$ cat src/rtl/mem_port_arbiter.sv
// Arbitrates one single-ported word memory between instruction fetch and load/store.
// Data side has priority; a starvation counter forces a fetch grant after STARVE_LIMIT data wins.
module mem_port_arbiter #(
    parameter int MEM_AW       = 10,
    parameter int STARVE_LIMIT = 4
) (
    input  logic              clk,
    input  logic              rst_n,
    input  logic              if_req,
    input  logic [31:0]       if_addr,
    output logic              if_gnt,
    output logic              if_rvalid,
    output logic [31:0]       if_rdata,
    input  logic              d_req,
    input  logic              d_we,
    input  logic [3:0]        d_be,
    input  logic [31:0]       d_addr,
    input  logic [31:0]       d_wdata,
    output logic              d_gnt,
    output logic              d_rvalid,
    output logic [31:0]       d_rdata,
    output logic              mem_en,
    output logic              mem_we,
    output logic [3:0]        mem_be,
    output logic [MEM_AW-1:0] mem_addr,
    output logic [31:0]       mem_wdata,
    input  logic [31:0]       mem_rdata
);

    localparam int CW = $clog2(STARVE_LIMIT + 1);
    localparam logic [CW-1:0] LIMIT = CW'(STARVE_LIMIT);

    typedef enum logic [1:0] {
        IDLE,
        RESP_IF,
        RESP_D_LD,
        RESP_D_ST
    } owner_e;

    owner_e        state_q, state_d;
    logic [CW-1:0] starve_cnt_q, starve_cnt_d;
    logic          force_if;
    logic          store_gnt;

    logic unused_addr_bits;
    assign unused_addr_bits = ^{if_addr[31:MEM_AW+2], if_addr[1:0],
                                d_addr[31:MEM_AW+2], d_addr[1:0]};

    always_comb begin
        force_if  = (starve_cnt_q == LIMIT);
        d_gnt     = rst_n & d_req & ~force_if;
        if_gnt    = rst_n & if_req & (~d_req | force_if);
        store_gnt = d_gnt & d_we;
        mem_en    = if_gnt | d_gnt;
        mem_we    = store_gnt;
        mem_be    = store_gnt ? d_be : 4'b0000;
        mem_wdata = store_gnt ? d_wdata : 32'd0;
        mem_addr  = '0;
        if (if_gnt) begin
            mem_addr = if_addr[MEM_AW+1:2];
        end else if (d_gnt) begin
            mem_addr = d_addr[MEM_AW+1:2];
        end
    end

    // The counter only measures an unbroken run of data wins against a waiting fetch.
    always_comb begin
        starve_cnt_d = starve_cnt_q;
        if (!if_req || if_gnt) begin
            starve_cnt_d = '0;
        end else if (d_gnt && starve_cnt_q != LIMIT) begin
            starve_cnt_d = starve_cnt_q + CW'(1);
        end
    end

    always_comb begin
        state_d = IDLE;
        if (if_gnt) begin
            state_d = RESP_IF;
        end else if (d_gnt) begin
            state_d = d_we ? RESP_D_ST : RESP_D_LD;
        end
    end

    always_ff @(posedge clk) begin
        if (!rst_n) begin
            state_q      <= IDLE;
            starve_cnt_q <= '0;
        end else begin
            state_q      <= state_d;
            starve_cnt_q <= starve_cnt_d;
        end
    end

    always_comb begin
        if_rvalid = 1'b0;
        if_rdata  = 32'd0;
        d_rvalid  = 1'b0;
        d_rdata   = 32'd0;
        if (rst_n) begin
            unique case (state_q)
                RESP_IF: begin
                    if_rvalid = 1'b1;
                    if_rdata  = mem_rdata;
                end
                RESP_D_LD: begin
                    d_rvalid = 1'b1;
                    d_rdata  = mem_rdata;
                end
                RESP_D_ST: begin
                    d_rvalid = 1'b1;
                end
                default: begin
                end
            endcase
        end
    end

endmodule

$ cat config.mk
export PLATFORM = sky130hd
export DESIGN_NAME = mem_port_arbiter
export DESIGN_NICKNAME = d
export VERILOG_FILES = /design/src/rtl/mem_port_arbiter.sv
export SDC_FILE = /design/constraint.sdc
export NUM_CORES = 1
export LEC_CHECK = 0
export ABC_AREA = 1
export ABC_CLOCK_PERIOD_IN_PS = 3900
export BUFFER_PORTS_ARGS = -buffer_cell sky130_fd_sc_hd__buf_2
export CAP_MARGIN = 20
export CORE_AREA = 3 3 97 99
export DETAILED_ROUTE_END_ITERATION = 7
export DIE_AREA = 0 0 100 102
export HOLD_SLACK_MARGIN = 0.03
export PLACE_DENSITY = 0.54
export SYNTH_ARGS = -nofsm -noshare
export SYNTH_HDL_FRONTEND = slang
export SYNTH_SLANG_ARGS = --single-unit
$ cat constraint.sdc
create_clock -name clk -period 3.9 [get_ports clk]
set_clock_uncertainty 0.05 [all_clocks]
set_input_delay 0.39 -clock clk [delete_from_list [all_inputs] [get_ports clk]]
set_output_delay 0.39 -clock clk [all_outputs]
set_load 0.05 [all_outputs]
==> summary.md, run 1 <==
| Metric | Value |
|---|---|
| Post-Layout Cell Count | 559 |
| Synthesized area per cell | around 4.6 sq um |
| Ant. Diodes | 0 |
| Area growth, synth to finish | 97.5% |
| Htree depth | 1 |
| CP delay by family, top | simple AND/OR/NAND/NOR gates |
| # Post-CTS Setup Buffers | 0 |
| Pre-CTS WS | 1.27 ns |
| Pleak | roughly 1.8 nW |
| Post-synthesis cell count | roughly 250 |
| HPWL Detailed | between 4 and 5 mm |
| Crit path arrival time | 2.39 ns |
| VDD IR max | 135 uV |
| R2R Path Start | starve_cnt_q[0] |
| Number of global-route vias before repair | 1877 |
| Syn_nets | between 300 and 400 |
| Commonest non-fill, non-tap cell in the layout | buf_2 |
| Final min period | 2.83 ns |
| Final GP Congestion | 0.745 |
| Warnings from Yosys | 0 |
| Synthesized area | 1160 sq um |
| Status | finished, final reports clean |
| Die Y | 102 microns |
| I/O Buffers | 208 |
| Cts repair resizes | 0 |
| Slowest CP cell | nand3_2 |
| Worst setup path start | starve_cnt_q[0] |
| Die area | 10200 sq um |
| Dpl cells | 555 |
| Commonest cells after routing, fill and taps aside | 208 x buf_2, 94 x nor2_1, 80 x inv_1 |
| Antenna violations before repair | 0 |
| WS Path Type | register to output port |
| Residual DRC | 0 |
| CTS tree | yes |
| Hold WS | 0.399 ns |
| Cts bufs inserted | 3 |
| Boundary Pins | 253 |
| Final setup fails | 0 |
| Post-synthesis register bit count | 5 |
| Crit share post-route | 0.726 |
| WP depth | 6 |
| CTS max path bufs | 2 |
| Worst rel slew slack | 0.392 |
| R2R setup slack | 2.00 ns |
| Setup tns final | 0 ns |
| Initial Util | 0.134 |
| Kind of end point of the critical path | output port |
| Hold WC Path Type | register to register |
| Antenna viol nets, final | 0 |
| Proportion of layout cells with a drive suffix above 1 | 0.494 |
| Post-synthesis sequential area ratio | 0.0865 |
| Global Route Usage Sum | 0.100 |
| Worst Setup EP | mem_wdata[2] |
| F_max | 353 MHz |
| Worst path max stage delay | approximately 0.62 ns |
| Synth cell types | 15 |
| Die X | 100 microns |
| Clock sinks | 5 |
| WP buf/inv | 2 |
| Root buf cell | clkbuf_8 |
| Routed WL | 5.54 mm |
| # hold bufs at CTS | 0 |
| Critical path peak fanout | 38 |
| Rows | 34 |
| Skew-Pair Late Insertion Delay | 0.22 ns |
| DR WL/cell | 9.91 microns |
| CTS clock-pin slew for the worst setup and hold paths | roughly 0.030 ns |
| Startpoint types | register |
| Finished Core Util | 0.265 |
| Max Cap Viol | 0 |
| RSZ-0062 raised after global routing | no |
| Largest net degree at the start of global routing | 39 |
| R2R cell count | 5 |
| Pwr Density | 183 nW/um^2 |
| Worst slew pin tran | 0.911 ns |
| CORE AREA | around 8600 sq um |
| Via density | 3.70 |
| Global route overflow | 0 |
| DRT Pass-1 Iters | 4 |
| DR vias | 2067 |
| Final Max Slew Viols | 0 |
| Final Hold Violating Endpoints | 0 |
| First-pass GRT wire length | 8.38 mm |
| Critical R2R Capture | state_q[0] |
| DRT iter0 DRCs | 26 |
| Final WS setup | 1.07 ns |
| Nets | 591 |
| Worst-path cell chain | inv_1, ha_1, nand2_1, nand3_2, nor2_1, buf_2 |
| Worst endpoint required time | 3.46 ns |
==> cell families after synthesis <==
group                    synth area share
AND/OR/NAND/NOR                     0.543
buffers and inverters               0.349
flip-flops                         0.0865
adder cells (fa/ha/maj)            0.0216
==> metal layers <==
layer  up-vias  track usage  wire length [microns]
li1       1081            -                      -
met1       818        0.102                   1940
met2       166        0.195                   2700
met3         2       0.0300                    842
met4         0       0.0301                     59
met5         -            0                      0
==> sequential cells by signal (all words and copies together), names as in the netlist <==
name,cells
starve_cnt_q,3
state_q,2
==> how the worst min path moves through the flow <==
stage                                from               to  slack, ns  cells after the start
after floorplan           starve_cnt_q[0]  starve_cnt_q[0]       0.37                      1
after global placement    starve_cnt_q[0]  starve_cnt_q[0]       0.38                      1
after detailed placement  starve_cnt_q[0]  starve_cnt_q[0]       0.40                      1
after CTS                 starve_cnt_q[0]  starve_cnt_q[0]       0.41                      1
after global routing      starve_cnt_q[0]  starve_cnt_q[0]       0.43                      1
final                     starve_cnt_q[0]  starve_cnt_q[0]       0.40                      1
==> stage by stage <==
step	power, mW	instance area [sq um]
detailed placement	0.326	2240
global placement	0.324	2240
CTS	0.425	2290
finish	0.419	2290
floorplan	0.242	1160
global route	0.450	2290
==> Yosys cell counts <==
cell	n	area share
nor2_1	94	0.30
inv_1	80	0.26
nand2_1	23	0.075
nand3_1	21	0.091
nor2_2	9	0.049
buf_2	8	0.035
dfxtp_1	5	0.086
buf_6	4	0.039
clkbuf_1	2	0.0065
ha_1	2	0.022
buf_4	1	0.0065
clkinv_1	1	0.0032
nand3_2	1	0.0086
nor2_4	1	0.0097
or2_1	1	0.0054
==> layout make-up <==
cell class,instances,area [sq um]
Clock buffer,4,45.0
Fill cell,989,6350
Inverter,81,304
Multi-Input combinational cell,152,653
Sequential cell,5,100
Tap cell,108,135
Timing Repair Buffer,209,1050
==> report_power, final <==
part | internal, mW | leakage [nW] | switching [mW] | total (mW)
sequential | 0.0533 | 0.0410 | 0.000935 | 0.0542
clock | 0.0702 | 0.0228 | 0.0253 | 0.0955
combinational | 0.0724 | 1.77 | 0.197 | 0.269
total | 0.196 | 1.84 | 0.223 | 0.419
Power figures use the tool's default switching activity.
==> run 2, diff against run 1 <==
- ABC_CLOCK_PERIOD_IN_PS: 3900 -> 2350
- CORE_AREA: 3 3 97 99 -> 3 3 96 98
- DIE_AREA: 0 0 100 102 -> 0 0 99 101
- PLACE_DENSITY: 0.54 -> 0.57
- clock period: 3.9 -> 2.35 ns (I/O delays scaled with it)
==> run 2 against run 1 <==
Against the previous run:
- wire length down 6.9%
- register-to-register slack worse by 1.2 ns
- critical endpoint is now mem_addr[4]
- critical path depth up 2
- flip-flop and latch count unchanged
- first-iteration DRC count down 15%
- setup slack worse by 0.76 ns
==> summary.md, run 2 (synthesized netlist as in run 1, its figures left out) <==
| Metric | Value |
|---|---|
| WP buf/inv | 3 (was 2) |
| Number of flip-flops in the largest register | 3 (unchanged) |
| Worst-path cell chain | inv_1, ha_1, nand2_1, buf_4, nand2_1, nand3_1, nand2_1, buf_2 (was inv_1, ha_1, nand2_1, nand3_2, nor2_1, buf_2) |
| Ant. Diodes | 0 (unchanged) |
| Commonest cells after routing, fill and taps aside | 208 x buf_2, 93 x nor2_1, 80 x inv_1 (was 208 x buf_2, 94 x nor2_1, 80 x inv_1) |
| HPWL Detailed | 4.58 mm (was 4.90 mm) |
| Crit path arrival time | 1.76 ns (was 2.39 ns) |
| Cts bufs inserted | 3 (unchanged) |
| Initial Util | 0.135 (was 0.134) |
| R2R cell count | 7 (was 5) |
| Worst Setup EP | mem_addr[4] (was mem_wdata[2]) |
| First-pass GRT wire length | 7.56 mm (was 8.38 mm) |
| Final GP Congestion | 0.791 (was 0.745) |
| DRT Pass-1 Iters | 4 (unchanged) |
| Die Y | 101 microns (was 102 microns) |
| Final setup fails | 0 (unchanged) |
| Skew-Pair Late Insertion Delay | 0.22 ns (about the same) |
| I/O Buffers | 208 (unchanged) |
| Switching Power | 0.367 mW (was 0.223 mW) |
| CORE AREA | 8550 sq um (was 8640 sq um) |
| Max Cap Viol | 0 (unchanged) |
| Global Route Usage Sum | 0.0913 (was 0.100) |
| Antenna violations before repair | 0 (unchanged) |
| Via density | 3.66 (was 3.70) |
| Pwr Density | 300 nW/um^2 (was 183 nW/um^2) |
| Proportion of layout cells with a drive suffix above 1 | 0.499 (was 0.494) |
| Clock sinks | 5 (unchanged) |
| Cell Area, Placed | 2270 sq um (was 2240 sq um) |
| Root buf cell | clkbuf_8 (unchanged) |
| CTS clock-pin slew for the worst setup and hold paths | 0.03 ns (about the same) |
| Cts repair resizes | 0 (unchanged) |
| Worst slew pin tran | 0.909 ns (was 0.911 ns) |
| Sequential Power Share | 0.130 (was 0.129) |
| Die X | 99 microns (was 100 microns) |
| Combinational share of power | 0.645 (was 0.643) |
| Sequential cell area | 100 sq um (unchanged) |
| Largest net degree at the start of global routing | 33 (was 39) |
| Top Registers | starve_cnt_q x3, state_q x2 (unchanged) |
| Hold WS | 0.293 ns (was 0.399 ns) |
| Dpl cells | 557 (was 555) |
| WP depth | 8 (was 6) |
| Startpoint types | register (unchanged) |
| DRT iter0 DRCs | 22 (was 26) |
| Setup tns final | 0 ns (unchanged) |
| R2R setup slack | 0.83 ns (was 2.00 ns) |
| WS Path Type | register to output port (unchanged) |
| Final Hold Violating Endpoints | 0 (unchanged) |
| Residual DRC | 0 (unchanged) |
| Critical path peak fanout | 13 (was 38) |
| Routed WL | 5.16 mm (was 5.54 mm) |
| # Post-CTS Setup Buffers | 0 (unchanged) |
| Critical R2R Capture | state_q[0] (unchanged) |
| Reg with most FFs | starve_cnt_q (unchanged) |
| RSZ-0062 raised after global routing | no (unchanged) |
| Pleak | 1.85 nW (was 1.84 nW) |
| Pint | 0.327 mW (was 0.196 mW) |
| # hold bufs at CTS | 0 (unchanged) |
| Boundary Pins | 253 (unchanged) |
| Worst path max stage delay | 0.34 ns (was 0.62 ns) |
| Die area | 10000 sq um (was 10200 sq um) |
| F_max | 489 MHz |
| Area growth, synth to finish | 100% (was 97.5%) |
| Worst rel slew slack | 0.393 (was 0.392) |
| Antenna viol nets, final | 0 (unchanged) |
| Slowest CP cell | dfxtp_1 (was nand3_2) |
| Commonest non-fill, non-tap cell in the layout | buf_2 (unchanged) |
| Final min period | around 2 ns |
| DR WL/cell | 9.19 microns (was 9.91 microns) |
| Hold WC Path Type | input port to register (was register to register) |
| Rows | 34 (unchanged) |
| Worst setup path start | starve_cnt_q[0] (unchanged) |
| Clock share of power | 0.225 (was 0.228) |
| Switch share | 0.529 (was 0.533) |
| Post-Layout Cell Count | 561 (was 559) |
| Pre-CTS WS | 0.495 ns (was 1.27 ns) |
| Global route overflow | 0 (unchanged) |
| CP most frequent cell | nand2_1 |
| Final WS setup | 0.305 ns (was 1.07 ns) |
| R2R Path Start | starve_cnt_q[0] (unchanged) |
| Number of global-route vias before repair | 1691 (was 1877) |
| Nets | 593 (was 591) |
| Htree depth | 1 (unchanged) |
| CTS max path bufs | 2 (unchanged) |
| Filler cell count | 961 (was 989) |
| Status | finished, final reports clean (unchanged) |
| Cell area after layout | 2320 sq um (was 2290 sq um) |
| CTS tree | yes (unchanged) |
| Final Max Slew Viols | 0 (unchanged) |
| Kind of end point of the critical path | output port (unchanged) |
| VDD IR max | 176 uV (was 135 uV) |
| Crit share post-route | 0.870 |
| Area taken by multi-input logic gates | 656 sq um (was 653 sq um) |
| DR vias | 2052 (was 2067) |
| Worst endpoint required time | 2.07 ns (was 3.46 ns) |
| CP delay by family, top | simple AND/OR/NAND/NOR gates (unchanged) |
[run 2: cell count changes in the layout (fill, tap and decap cells not counted), sizes merged]
cell	delta
buf	+2
[run 2: area by class of cell]
| cell class | instances | share of cell area |
|---|---|---|
| well taps | 108 | 0.0583 |
| flip-flops and latches | 5 | 0.0432 |
| repair buffers | 211 | 0.465 |
| multi-input cells | 152 | 0.283 |
| inverters | 81 | 0.131 |
| clock buffers | 4 | 0.0194 |
[run 2: power by group through the flow]
stage          clock network [mW]  registers [mW]  logic, mW
2_1_floorplan                   0          0.0910      0.311
3_3_place_gp                    0          0.0912      0.448
3_5_place_dp                    0          0.0914      0.451
4_1_cts                     0.163          0.0902      0.453
5_1_grt                     0.168          0.0904      0.481
6_report                    0.156          0.0901      0.448
[run 2: metal layers]
metal / up-vias / wire (microns) / GRT usage
li1: 1085 / - / -
met1: 822 / 1960 / 0.0977
met2: 141 / 2440 / 0.170
met3: 4 / 708 / 0.0277
met4: 0 / 53 / 0.0294
met5: - / 0 / 0
[run 2: metrics by stage]
step	util	power, mW
5_1_grt	0.271	0.740
3_5_place_dp	0.266	0.543
6_report	0.271	0.694
2_1_floorplan	-	0.402
3_3_place_gp	0.266	0.539
4_1_cts	0.271	0.706
[run 2: how the worst min path moves through the flow]
stage | start | end | depth (start not counted)
final | d_req | starve_cnt_q[2] | 3
after floorplan | starve_cnt_q[0] | starve_cnt_q[0] | 1
after CTS | d_req | starve_cnt_q[2] | 3
after detailed placement | starve_cnt_q[0] | starve_cnt_q[0] | 1
after global routing | d_req | starve_cnt_q[2] | 3
after global placement | starve_cnt_q[0] | starve_cnt_q[0] | 1
[run 2: tightest hold or removal path, delay by kind of cell]
| kind | cells | cell delay [ns] |
|---|---|---|
| buf+inv | 1 | 0.11 |
| simple gates | 2 | 0.17 |
